===== config.mk =====
export PLATFORM = sky130hd
export DESIGN_NAME = vend_sequencer
export DESIGN_NICKNAME = d
export VERILOG_FILES = /design/src/rtl/vend_sequencer.sv
export SDC_FILE = /design/constraint.sdc
export NUM_CORES = 1
export LEC_CHECK = 0
export ABC_AREA = 0
export CAP_MARGIN = 0
export CORE_AREA = 2 2 71 73
export DETAILED_ROUTE_END_ITERATION = 10
export DIE_AREA = 0 0 73 75
export GPL_ROUTABILITY_DRIVEN = 0
export PLACE_DENSITY = 0.87
export SLEW_MARGIN = 10
export SYNTH_ARGS = -nofsm -noshare
export SYNTH_HDL_FRONTEND = slang
export SYNTH_SLANG_ARGS = --single-unit
export TNS_END_PERCENT = 20

===== constraint.sdc =====
create_clock -name clk -period 13.4 [get_ports clk]
set_input_delay 3.35 -clock clk [delete_from_list [all_inputs] [get_ports clk]]
set_output_delay 3.35 -clock clk [all_outputs]
set_load 0.1 [all_outputs]

===== src/rtl/vend_sequencer.sv =====
// Vending transaction sequencer: coin credit, price check, dispenser handshake, change return.
// Optional feature: define MULTI_VEND_EN to return to CREDIT after a vend with leftover credit.
module vend_sequencer #(
  parameter int PRICE0         = 25,
  parameter int PRICE1         = 50,
  parameter int PRICE2         = 75,
  parameter int PRICE3         = 100,
  parameter int MAX_CREDIT     = 200,
  parameter int TIMEOUT_CYCLES = 1000
) (
  input  logic       clk,
  input  logic       reset,
  input  logic       coin_valid,
  input  logic [7:0] coin_value,
  input  logic       sel_valid,
  input  logic [1:0] sel_id,
  input  logic       cancel,
  input  logic       vend_ack,
  output logic       vend_req,
  output logic [1:0] vend_id,
  output logic       change_valid,
  output logic [7:0] change_amount,
  output logic [7:0] credit,
  output logic       insufficient,
  output logic       coin_reject,
  output logic       busy
);

  localparam logic [1:0] S_IDLE   = 2'd0;
  localparam logic [1:0] S_CREDIT = 2'd1;
  localparam logic [1:0] S_VEND   = 2'd2;
  localparam logic [1:0] S_CHANGE = 2'd3;

  localparam int TW = $clog2(TIMEOUT_CYCLES + 1);
  localparam logic [TW-1:0] TIMEOUT_LAST = TW'(TIMEOUT_CYCLES - 1);
  localparam logic [8:0]    MAX_SUM      = 9'(MAX_CREDIT);

  logic [1:0]    state, state_n;
  logic [TW-1:0] timer, timer_n;
  logic [7:0]    credit_n, change_amount_n, price;
  logic [1:0]    vend_id_n;
  logic          vend_req_n, change_valid_n, insufficient_n, coin_reject_n, busy_n;
  logic          coin_live, enter_change;
  logic [8:0]    sum;

  always_comb begin
    case (sel_id)
      2'd0:    price = 8'(PRICE0);
      2'd1:    price = 8'(PRICE1);
      2'd2:    price = 8'(PRICE2);
      default: price = 8'(PRICE3);
    endcase
  end

  // NOTE: every signal assigned below gets a default first so no path leaves it unassigned (no latches).
  always_comb begin
    state_n         = state;
    timer_n         = timer;
    credit_n        = credit;
    vend_req_n      = vend_req;
    vend_id_n       = vend_id;
    change_amount_n = change_amount;
    change_valid_n  = 1'b0;
    insufficient_n  = 1'b0;
    coin_reject_n   = 1'b0;
    enter_change    = 1'b0;
    coin_live       = coin_valid && (coin_value != 8'd0);
    sum             = {1'b0, credit} + {1'b0, coin_value};

    // A coin loses to any higher-priority strobe in the same cycle.
    if (coin_live && (cancel || sel_valid)) coin_reject_n = 1'b1;

    case (state)
      S_IDLE: begin
        if (sel_valid && !cancel) begin
          insufficient_n = 1'b1;
        end else if (coin_live && !cancel) begin
          if ({1'b0, coin_value} <= MAX_SUM) begin
            credit_n = coin_value;
            timer_n  = '0;
            state_n  = S_CREDIT;
          end else begin
            coin_reject_n = 1'b1;
          end
        end
      end
      S_CREDIT: begin
        if (cancel) begin
          enter_change = 1'b1;
        end else if (sel_valid && (credit >= price)) begin
          credit_n   = credit - price;
          vend_req_n = 1'b1;
          vend_id_n  = sel_id;
          timer_n    = '0;
          state_n    = S_VEND;
        end else if (!sel_valid && coin_live && (sum <= MAX_SUM)) begin
          credit_n = sum[7:0];
          timer_n  = '0;
        end else begin
          if (sel_valid) insufficient_n = 1'b1;
          else if (coin_live) coin_reject_n = 1'b1;
          if (timer == TIMEOUT_LAST) enter_change = 1'b1;
          else timer_n = timer + 1'b1;
        end
      end
      S_VEND: begin
        if (coin_live) coin_reject_n = 1'b1;
        if (vend_ack) begin
          vend_req_n = 1'b0;
          if (credit == 8'd0) begin
            state_n = S_IDLE;
          end else begin
`ifdef MULTI_VEND_EN
            state_n = S_CREDIT;
            timer_n = '0;
`else
            enter_change = 1'b1;
`endif
          end
        end
      end
      default: begin
        if (coin_live) coin_reject_n = 1'b1;
        credit_n = 8'd0;
        state_n  = S_IDLE;
      end
    endcase

    // Nothing to refund means no change cycle at all.
    if (enter_change) begin
      if (credit_n == 8'd0) begin
        state_n = S_IDLE;
      end else begin
        state_n         = S_CHANGE;
        change_valid_n  = 1'b1;
        change_amount_n = credit_n;
      end
    end

    busy_n = (state_n == S_VEND) || (state_n == S_CHANGE);
  end

  // NOTE: sequential state uses non-blocking assignments so all registers update together at the edge.
  always_ff @(posedge clk) begin
    if (reset) begin
      state         <= S_IDLE;
      timer         <= '0;
      credit        <= 8'd0;
      vend_req      <= 1'b0;
      vend_id       <= 2'd0;
      change_valid  <= 1'b0;
      change_amount <= 8'd0;
      insufficient  <= 1'b0;
      coin_reject   <= 1'b0;
      busy          <= 1'b0;
    end else begin
      state         <= state_n;
      timer         <= timer_n;
      credit        <= credit_n;
      vend_req      <= vend_req_n;
      vend_id       <= vend_id_n;
      change_valid  <= change_valid_n;
      change_amount <= change_amount_n;
      insufficient  <= insufficient_n;
      coin_reject   <= coin_reject_n;
      busy          <= busy_n;
    end
  end

endmodule


**Word-level counts from Yosys, hierarchy flattened**

Index checks and enable logic that the tools add are counted.

- Flip-flop bits (word level): 35
- Input port bits: 16
- Output and inout port bits: 23

- Multiplexer cells: 54
- Reduce and logical (&&, ||, !) cells: 23
- Bitwise logic cells: 3
- $lt $le $gt $ge: 3
- Add/subtract/negate cells: 3
- Eq/ne operators: 14

Operators with widths:

| kind | count |
|---|---|
| $mux W10 | 7 |
| $mux W8 | 6 |
| $mux W1 | 24 |
| $pmux W8 S3 | 1 |
| $pmux W7 S3 | 1 |
| $pmux W10 S2 | 1 |
| $mux W2 | 9 |
| $logic_not A8 Y1 | 2 |
| $ne A2 B2 Y1 const B | 6 |
| $add A10 B1 Y10 const B | 1 |
| $eq A10 B10 Y1 const B | 1 |
| $add A8 B8 Y9 | 1 |
| $le A9 B8 Y1 const B | 1 |
| $eq A2 B2 Y1 const B | 4 |
| $ge A8 B8 Y1 | 1 |
| $le A8 B8 Y1 const B | 1 |
| $pmux W1 S2 | 4 |
| $reduce_bool A8 Y1 | 1 |
| $sub A8 B8 Y8 | 1 |
| $logic_and A1 B1 Y1 | 7 |
| $pmux W2 S3 | 1 |
| $reduce_and A6 Y1 | 1 |
| $eq A2 B1 Y1 const B | 2 |
| $logic_not A2 Y1 | 2 |
| other kinds (9) | 14 |

**Depth between registers and ports, before layout**

Gate-level depths: netlist of the first run.

- Word-level depth: 13
- Mapped depth: 15

**Worst setup path after synthesis of the first run**

Ideal clock, no wire load.

- Path type: input to register
- From: input port sel_id[0]
- To: register change_amount[6]
- Slack: 6.858 ns
- Data arrival time: 6.419 ns
- Cell stages on the path: 14
- Required time: 13.277 ns
- Cells stage by stage: inv_1 -> ha_1 -> inv_1 -> fa_1 -> a21oi_1 -> o22ai_1 -> o311ai_0 -> inv_1 -> o41ai_4 -> a22oi_1 -> or3b_1 -> buf_2 -> a21oi_4 -> mux2_1

- Cells in the longest elaborated chain, start to end: 10

Ends and longest elaborated chain:

| element | RTL line | RTL |
|---|---|---|
| start, declared | 16 | `input logic [1:0] sel_id,` |
| $eq A2 B2 Y1 (tied with other cells) | 47 | `case (sel_id)` |
| $pmux W7 S3 (*) | 47 |  |
| $ge A8 B8 Y1 | 90 | `end else if (sel_valid && (credit >= price)) begin` |
| $logic_and A1 B1 Y1 | 90 |  |
| $mux W8 | 90 |  |
| $mux W8 | 88 | `if (cancel) begin` |
| $pmux W8 S3 | 73 | `case (state)` |
| $logic_not A8 Y1 | 131 | `if (credit_n == 8'd0) begin` |
| $not A1 Y1 (no source line) | -- |  |
| $reduce_and A2 Y1 (no source line) | -- |  |
| end signal, assigned | 163 | `change_amount <= change_amount_n;` |
| end, declared | 22 | `output logic [7:0] change_amount,` |

Mark *: on every way between the ends. The rest lies on a longest branch, timed or not.
A chain may end at the register's enable or synchronous reset.

**Worst setup path after layout of the first run**

Same ends and word-level chain as after synthesis.

==> results by group, run 1 <==
Outcome
  – Outcome: finished, final reports clean

Die
  – I/O pin count: 39
  – # rows: 25
  – Core area: 4660 µm²
  – Die W: 73 µm
  – Die ar.: 5480 µm²
  – Initial Util: 59.3%
  – Die Height: 75 µm

Clock network
  – Hold buffers post-CTS: 0
  – Total clock sinks: 35
  – Root Driver: clkbuf_8
  – Bufs on Longest Clock Path: 2
  – CTS Buf Count: 5
  – PostCTS Resize Cnt: 0
  – Worst-skew pair later-pin latency: 290 ps
  – Setup bufs post-CTS: 0
  – Clock-pin slew on the worst setup and hold paths: 80 ps
  – H-tree levels: 2
  – CTS tree: yes

Synth
  – Post-synthesis compound-gate area fraction: 25.9%
  – Syn_area_per_cell: 8.13 µm²
  – Asr flop ratio synth: 0%
  – Distinct cells, synth: 63
  – Xor/xnor share of the synthesized area: 6.02%
  – Synth Flop Type: dfxtp_1
  – Synth Warn #: 0
  – Mux share of post-synthesis cell area: 4.44%
  – Synth Area in Adders: 12.3%
  – Mapped cell area: 2760 µm²
  – Post-Synth Simple-Gate Area: 21.7%
  – Seq/Total Area, Yosys: 25.4%
  – Largest family of logic cells by synthesized area: compound AO/OA/AOI/OAI gates
  – Syn nets: 382
  – Number of flops mapped to enable cells by yosys: 0
  – Gate count of the mapped netlist: 340
  – Yosys reg bits: 35

Detailed routing
  – Routed Antenna Nets: 0
  – Vias per inst: 6.58
  – Drt first-iter violations: 362
  – WL final: 7670 µm
  – Total number of vias: 2837
  – DR pass1 iterations: 7
  – DR DRC count: 0
  – Wire length per cell: 17.8 µm

Final layout
  – Ant diodes: 0
  – Multi-input logic area: 1940 µm²
  – FF+latch area: 701 µm²
  – Share of cells above drive strength 1: 5.57%
  – Layout Nets: 418
  – Final Non-Filler Cells: 431
  – # fillers: 383
  – Layout area overhead: 18.7%

Worst setup path
  – Most used cell, CP: inv_1
  – CP Launch Point: sel_id[0]
  – WP data arrival: 7630 ps
  – Max Fanout on Critical Path: 11
  – Crit path kind: input port to flip-flop
  – Slowest cell on crit path: clkdlybuf4s50_1
  – Delay-heaviest family, CP: compound AO/OA/AOI/OAI gates
  – Critical Path Source Type: input port
  – Crit. End Element: flip-flop
  – Cell Chain, Critical Path: clkdlybuf4s50_1, inv_1, ha_1, inv_1, fa_1, a21oi_1, o22ai_1, o311ai_0, buf_4, inv_1, o41ai_4, a22oi_1, or3b_1, a21oi_4, mux2_1
  – CP Data Required Time: 13570 ps
  – Worst path max stage delay: 570 ps
  – Reg-to-reg startpoint: credit[0]
  – Bufs and invs on worst path: 5

Power
  – Peak VDD IR: 0.0757 mV
  – Leak pwr: 1.24 nW
  – Pwr dens: 84.4 nW/µm²

GRT
  – Largest net degree at the start of global routing: 22
  – GRT Total Usage: 28.8%
  – Number of global-route vias before repair: 2606
  – First-pass GRT wire length: 12200 µm
  – Overflow after GRT: 0
  – Initial antenna violation count: 0

STA
  – RSZ-0062 raised after global routing: no
  – Setup violators final: 0
  – Final Hold Viols: 0
  – Worst Tran Pin Value: 987 ps
  – Fmax: 134 MHz
  – Final worst slack: 5940 ps
  – Tcrit/Tclk final: 55.7%
  – Fin. max-slew vios: 0
  – Clk_skew: 7.23 ps
  – Min Tclk post-route: 7460 ps
  – Setup TNS: 0 ps
  – Slew headroom: 34.0%

Worst hold path
  – HP Class: flip-flop to flip-flop
  – HP Start: change_amount[2]

Place
  – Setup WS pre-CTS: 5840 ps
  – Post-DP HPWL: 5600 µm
  – I/O Buffers: 38
  – DP Cell Count: 423

Job
  – Max-cap violations: 0
[power breakdown]
group	leakage (nW)	internal, W	switching, W
sequential	0.283	0.000106	0.00000359
clock	0.0474	0.0000419	0.0000401
combinational	0.907	0.0000313	0.0000539
total	1.24	0.000179	0.0000975
[registers in the layout (all words and copies together) (netlist names)]
register / cells
busy: 1
change_amount: 8
change_valid: 1
coin_reject: 1
credit: 8
insufficient: 1
state: 2
timer: 10
vend_id: 2
vend_req: 1
[cell usage in the layout (no fill, tap or decap), types with 8 or more instances in the layout]
master,Yosys,layout
nor2_1,42,42
clkdlybuf4s50_1,0,38
dfxtp_1,35,35
a21oi_1,28,28
ha_1,24,24
inv_1,20,20
nand2_1,19,19
o21ai_0,16,16
xor2_1,13,13
nand3_1,11,11
mux2i_1,10,10
nor2b_1,9,9
a211oi_1,8,8
nand2b_1,8,8
[worst reg2reg max path, delay by kind of cell (launching register included)]
kind,cells,cell delay [ps]
simple gates,2,750
buf+inv,1,60
xor+xnor,1,260
mux,1,350
fa+ha+maj,2,650
compound gates,6,1500
flops,1,540
[layout make-up]
| class | count | area share, % |
|---|---|---|
| timing repair buffer | 39 | 11.8 |
| tap | 54 | 2.06 |
| clock buffer | 6 | 2.52 |
| clock inverter | 2 | 0.496 |
| multi-input combinational | 274 | 59.3 |
| sequential | 35 | 21.4 |
| inverter | 21 | 2.40 |
[cells in the mapped netlist, types with 2 or more instances]
library cell	count	share of area, %
clkbuf_1	9	1.2
nand2b_1	8	1.8
o32a_1	4	1.4
a211oi_1	8	2.2
xor2_1	13	4.1
or2_2	2	0.45
o22ai_1	2	0.45
o211ai_1	3	0.82
nand4_1	5	1.1
mux2i_1	10	3.6
nand3_1	11	2.0
nor2_1	42	5.7
a22o_1	3	0.95
nand2_1	19	2.6
o32ai_1	6	1.9
nor4_1	4	0.91
o21ai_0	16	2.9
o21a_1	4	1.1
nor2b_1	9	2.0
dfxtp_1	35	25
inv_1	20	2.7
or3_1	2	0.45
fa_1	2	1.4
a22oi_1	3	0.82
and3_1	2	0.45
a21o_1	3	0.82
ha_1	24	11
nor3_1	3	0.54
a21oi_1	28	5.1
xnor2_1	6	1.9
o31ai_1	2	0.54
[per-layer routing]
metal,track usage [%],vias to the layer above,wire [µm]
met4,13.6,0,344
met2,47.6,161,3540
met1,36.7,1311,3040
met5,0,-,0
li1,-,1319,-
met3,4.82,46,736
[cells by family after synthesis]
| group | after synthesis |
|---|---|
| AOI/OAI and AO/OA | 100 |
| xor gates and xnor gates | 19 |
| adders and majority gates | 26 |
| buffers and inverters | 31 |
| DFF | 35 |
| muxes | 12 |
| and+or+nand+nor | 117 |
[metrics by stage]
stage,area (µm²),hold slack (ps),util (%),power (W)
6_report,3280,493,70.3,0.000277
5_1_grt,3280,515,70.3,0.000288
4_1_cts,3280,494,70.3,0.000275
3_5_place_dp,3180,480,68.2,0.000194
3_3_place_gp,3180,480,68.2,0.000193
2_1_floorplan,2760,471,-,0.000171
[path summary, 6_finish.rpt]
| kind | endpoint | slack [ps] | cells past startpoint |
|---|---|---|---|
| min reg2reg | change_amount[2] | 490 | 2 |
| max reg2reg | change_amount[6] | 9170 | 13 |
| min | change_amount[2] | 490 | 2 |
| max | change_amount[6] | 5940 | 15 |
No activity file was read; power rests on OpenSTA's default activity.
==> run 2: changes to the inputs <==
Settings changed: CORE_AREA 2 2 71 73 to 2 2 74 76, DIE_AREA 0 0 73 75 to 0 0 76 78, PLACE_DENSITY 0.87 to 0.81.
Clock period 13.4 ns to 7.5 ns, I/O delays scaled along.
==> run 2 against run 1 <==
Net effect: setup slack lost 4200 ps; register-to-register slack lost 5900 ps; sequential cell count is the same; via count decreased by 4.9%; die area rose by 8.3%; design area about the same; total power rose by 72%.
==> results by group, run 2 (synthesized netlist as in run 1, its figures left out) <==
Place
  – Post-DP HPWL: 5600 µm
  – DP Area: 3200 µm²
  – DP Cell Count: 439
  – I/O Buffers: 38

Job
  – Max-cap violations: 0

Final layout
  – Share of cells above drive strength 1: 5.04%
  – Layout Nets: 418
  – # fillers: 442
  – Layout area overhead: 18.8%
  – Most common library cell in the layout ignoring fill and taps: nor2_1
  – Final Cell Area: 3280 µm²
  – Reg with most FFs: timer
  – Most frequent cells in the layout: 42 x nor2_1, 38 x clkdlybuf4s50_1, 35 x dfxtp_1
  – Ant diodes: 0
  – Final Non-Filler Cells: 447
  – Max reg flops: 10
  – Biggest regs: timer x10, change_amount x8, credit x8

Worst setup path
  – Crit path kind: input port to flip-flop
  – Bufs and invs on worst path: 5
  – R2R depth: 13
  – WP data arrival: 5960 ps
  – Cell Chain, Critical Path: clkdlybuf4s50_1, inv_1, ha_1, inv_1, fa_1, a21oi_1, o22ai_1, o311ai_0, buf_4, inv_1, o41ai_4, a22oi_1, or3b_1, a21oi_4, mux2_1
  – Most used cell, CP: inv_1
  – Worst path max stage delay: 560 ps
  – WP depth: 15
  – CP Data Required Time: 7680 ps
  – R2R Setup Slk: 3320 ps
  – CP Launch Point: sel_id[0]
  – Slowest cell on crit path: clkdlybuf4s50_1
  – Reg-to-reg startpoint: credit[0]
  – Critical Path Source Type: input port
  – Max Fanout on Critical Path: 11
  – Crit. End Element: flip-flop
  – Reg2reg end: change_amount[6]
  – Crit path to: change_amount[6]
  – Delay-heaviest family, CP: compound AO/OA/AOI/OAI gates

Die
  – Die Height: 78 µm
  – Core area: 5040 µm²
  – # rows: 26
  – Die ar.: 5930 µm²
  – Die W: 76 µm
  – I/O pin count: 39
  – Initial Util: 54.8%

STA
  – Tcrit/Tclk final: 77.0%
  – Fmax: 173 MHz
  – Setup TNS: 0 ps
  – Min Tclk post-route: 5780 ps
  – Clk_skew: 6.22 ps
  – Final Hold Viols: 0
  – Slew headroom: 33.3%
  – Setup violators final: 0
  – Fin. max-slew vios: 0
  – Worst Tran Pin Value: 997 ps
  – RSZ-0062 raised after global routing: no

Clock network
  – Clock-pin slew on the worst setup and hold paths: 70 ps
  – Root Driver: clkbuf_8
  – Bufs on Longest Clock Path: 2
  – Total clock sinks: 35
  – PostCTS Resize Cnt: 0
  – CTS tree: yes
  – CTS Buf Count: 5
  – Hold buffers post-CTS: 0
  – Setup bufs post-CTS: 0
  – H-tree levels: 2
  – Worst-skew pair later-pin latency: 290 ps

Detailed routing
  – Vias per inst: 6.03
  – Total number of vias: 2697
  – DR DRC count: 0
  – Wire length per cell: 16.3 µm
  – Routed Antenna Nets: 0
  – Drt first-iter violations: 342
  – DR pass1 iterations: 5
  – WL final: 7270 µm

GRT
  – Largest net degree at the start of global routing: 22
  – Overflow after GRT: 0
  – Number of global-route vias before repair: 2497
  – Initial antenna violation count: 0
  – First-pass GRT wire length: 12000 µm
  – GRT Total Usage: 25.1%

Power
  – PnR Total Power: 0.000475 W
  – Pwr dens: 145 nW/µm²
  – Peak VDD IR: 0.148 mV
  – Leak pwr: 1.23 nW

Worst hold path
  – HP Class: flip-flop to flip-flop

Outcome
  – Outcome: finished, final reports clean
-- run 2: metrics by stage --
step	setup slack (ps)	hold slack, ps	utilization [%]
6_report	1720	484	65.1
5_1_grt	1460	505	65.1
4_1_cts	1740	488	65.1
3_5_place_dp	1460	478	63.4
3_3_place_gp	1560	479	63.4
2_1_floorplan	2430	471	-
-- run 2: cell type report --
class / instances / area, µm² / share of cell area [%]
Clock buffer: 7 / 76.3 / 2.33
Multi-Input combinational cell: 274 / 1940 / 59.3
Clock inverter: 1 / 5.00 / 0.153
Tap cell: 70 / 87.6 / 2.67
Sequential cell: 35 / 701 / 21.4
Inverter: 21 / 78.8 / 2.40
Timing Repair Buffer: 39 / 388 / 11.8
-- run 2: worst register-to-register path, cell delays in order (launching register included) --
cell and delay (ps):
dfxtp_1 540, ha_1 260, inv_1 60, fa_1 390, nand2b_1 190, a21oi_1 210, o32a_1 250, o311ai_1 180
o21ai_0 580, o21ai_0 170, o21ai_0 380, and4bb_2 340, a21oi_4 200, mux2_1 330
-- run 2: where the power goes --
group / switching, W / leakage, nW / internal, W
Clock: 0.0000644 / 0.0422 / 0.0000651
Combinational: 0.0000943 / 0.907 / 0.0000559
Sequential: 0.00000615 / 0.283 / 0.000189
-- run 2: worst min path at each step --
stage | to | cells past startpoint | from
after floorplan | timer[9] | 2 | timer[9]
after global placement | change_amount[0] | 2 | change_amount[0]
after detailed placement | change_amount[4] | 2 | change_amount[4]
after CTS | change_amount[3] | 2 | change_amount[3]
after global routing | change_amount[3] | 2 | change_amount[3]
final | change_amount[3] | 2 | change_amount[3]
-- run 2: layer usage --
metal  vias to the layer above  track usage (%)  wire length [µm]
met2                       118             43.7              3450
met1                      1249             30.8              3120
met4                         0             8.73               123
li1                       1315                -                 -
met5                         -                0                 0
met3                        15             5.23               572
==> run 3: changes to the inputs <==
Settings changed: CORE_AREA 2 2 74 76 to 2 2 78 80, DIE_AREA 0 0 76 78 to 0 0 80 82, PLACE_DENSITY 0.81 to 0.77.
Clock period 7.5 ns to 4.8 ns, I/O delays scaled along.
==> run 3 against run 2 <==
Net effect: via count grew 5.1%; sequential cell count unchanged; sequential power rose by 57%; register-to-register slack worse by 2300 ps.
==> results by group, run 3 (synthesized netlist as in run 1, its figures left out) <==
Worst setup path
  – Worst path max stage delay: 490 ps
  – Crit. End Element: flip-flop
  – Slowest cell on crit path: clkdlybuf4s50_1
  – Max Fanout on Critical Path: 4
  – Crit path kind: input port to flip-flop
  – CP Data Required Time: 4970 ps
  – Cell Chain, Critical Path: clkdlybuf4s50_1, ha_1, inv_1, fa_1, nand2b_1, a21oi_1, xor2_1, o311ai_2, o21a_2, o41ai_4, a22oi_1, or3b_1, a21oi_4, mux2_1
  – Critical Path Source Type: input port
  – WP data arrival: 4750 ps

Place
  – Setup WS pre-CTS: -131 ps
  – I/O Buffers: 38
  – Post-DP HPWL: 6090 µm
  – DP Area: 3560 µm²

GRT
  – Initial antenna violation count: 0
  – GRT Total Usage: 24.4%
  – Number of global-route vias before repair: 2743
  – Largest net degree at the start of global routing: 22
  – Overflow after GRT: 0
  – First-pass GRT wire length: 12600 µm

Power
  – Peak VDD IR: 0.195 mV
  – Pwr dens: 218 nW/µm²
  – Leak pwr: 1.47 nW

STA
  – Fin. max-slew vios: 0
  – Final worst slack: 219 ps
  – Tcrit/Tclk final: 95.4%
  – Fmax: 218 MHz
  – Final Hold Viols: 0
  – Setup TNS: 0 ps
  – Setup violators final: 0
  – Min Tclk post-route: 4580 ps
  – Clk_skew: 3.90 ps
  – RSZ-0062 raised after global routing: no
  – Slew headroom: 34.9%
  – Worst Tran Pin Value: 974 ps

Final layout
  – Most frequent cells in the layout: 48 x buf_4, 42 x nor2_1, 38 x clkdlybuf4s50_1
  – Share of cells above drive strength 1: 16.1%
  – Multi-input logic area: 1950 µm²
  – Reg with most FFs: timer
  – Final Cell Area: 3650 µm²
  – Layout area overhead: 32.2%
  – Biggest regs: timer x10, change_amount x8, credit x8
  – Layout Nets: 465
  – Most common library cell in the layout ignoring fill and taps: buf_4
  – Ant diodes: 0
  – # fillers: 527
  – FF+latch area: 701 µm²
  – Max reg flops: 10

Outcome
  – Outcome: finished, final reports clean

Clock network
  – Hold buffers post-CTS: 0
  – CTS Buf Count: 5
  – CTS tree: yes
  – H-tree levels: 2
  – Setup bufs post-CTS: 0
  – Clock-pin slew on the worst setup and hold paths: 60 ps
  – PostCTS Resize Cnt: 0
  – Total clock sinks: 35
  – Root Driver: clkbuf_8
  – Worst-skew pair later-pin latency: 280 ps
  – Bufs on Longest Clock Path: 2

Die
  – I/O pin count: 39
  – Core area: 5750 µm²
  – # rows: 28
  – Die Height: 82 µm
  – Initial Util: 48.1%
  – Die ar.: 6560 µm²
  – Die W: 80 µm

Job
  – Max-cap violations: 0

Detailed routing
  – Routed Antenna Nets: 0
  – Wire length per cell: 15.4 µm
  – Vias per inst: 5.69
  – WL final: 7680 µm
  – DR pass1 iterations: 5
  – DR DRC count: 0
  – Total number of vias: 2834
  – Drt first-iter violations: 191

Worst hold path
  – HP Class: flip-flop to flip-flop
run 3: cell count changes in the layout (fill, tap and decap cells not counted), sizes merged:
cell	delta
buf	+47
clkbuf	-1
run 3: path summary, 6_finish.rpt:
path,to,cells past startpoint,startpoint,slack [ps]
min,change_amount[3],2,change_amount[3],480
min reg2reg,change_amount[3],2,change_amount[3],480
max reg2reg,change_amount[6],13,credit[0],1060
max,change_amount[6],14,coin_value[0],220
run 3: metrics by stage:
step / instances / power (W) / util [%] / hold slack, ps
global route: 498 / 0.000833 / 63.6 / 507
global placement: 491 / 0.000584 / 61.9 / 471
finish: 498 / 0.000795 / 63.6 / 482
floorplan: 340 / 0.000478 / - / 471
detailed placement: 491 / 0.000586 / 61.9 / 472
CTS: 498 / 0.000795 / 63.5 / 482
run 3: final cells by class:
| cell class | count | share of cell area (%) |
|---|---|---|
| Sequential cell | 35 | 19.2 |
| Inverter | 21 | 2.16 |
| Multi-Input combinational cell | 274 | 53.4 |
| Timing Repair Buffer | 86 | 20.3 |
| Clock buffer | 6 | 2.26 |
| Tap cell | 75 | 2.57 |
| Clock inverter | 1 | 0.137 |
run 3: per-layer routing:
layer	wire length, µm	up-vias	track usage, %
li1	-	1410	-
met1	3350	1294	31.6
met2	3590	109	41.0
met3	527	21	3.08
met4	213	0	10.5
met5	0	-	0
run 3: where the power goes:
group / switching, W / internal [W] / leakage [nW] / total (W)
logic: 0.000156 / 0.000125 / 1.14 / 0.000281
registers: 0.0000103 / 0.000296 / 0.283 / 0.000306
clock network: 0.0000952 / 0.000112 / 0.0470 / 0.000208
run 3: worst max-delay path, delay by kind of cell:
kind	cells	cell delay, ps
buf+inv	2	540
simple gates	2	620
mux	1	330
compound gates	6	1250
fa+ha+maj	2	550
xor+xnor	1	240
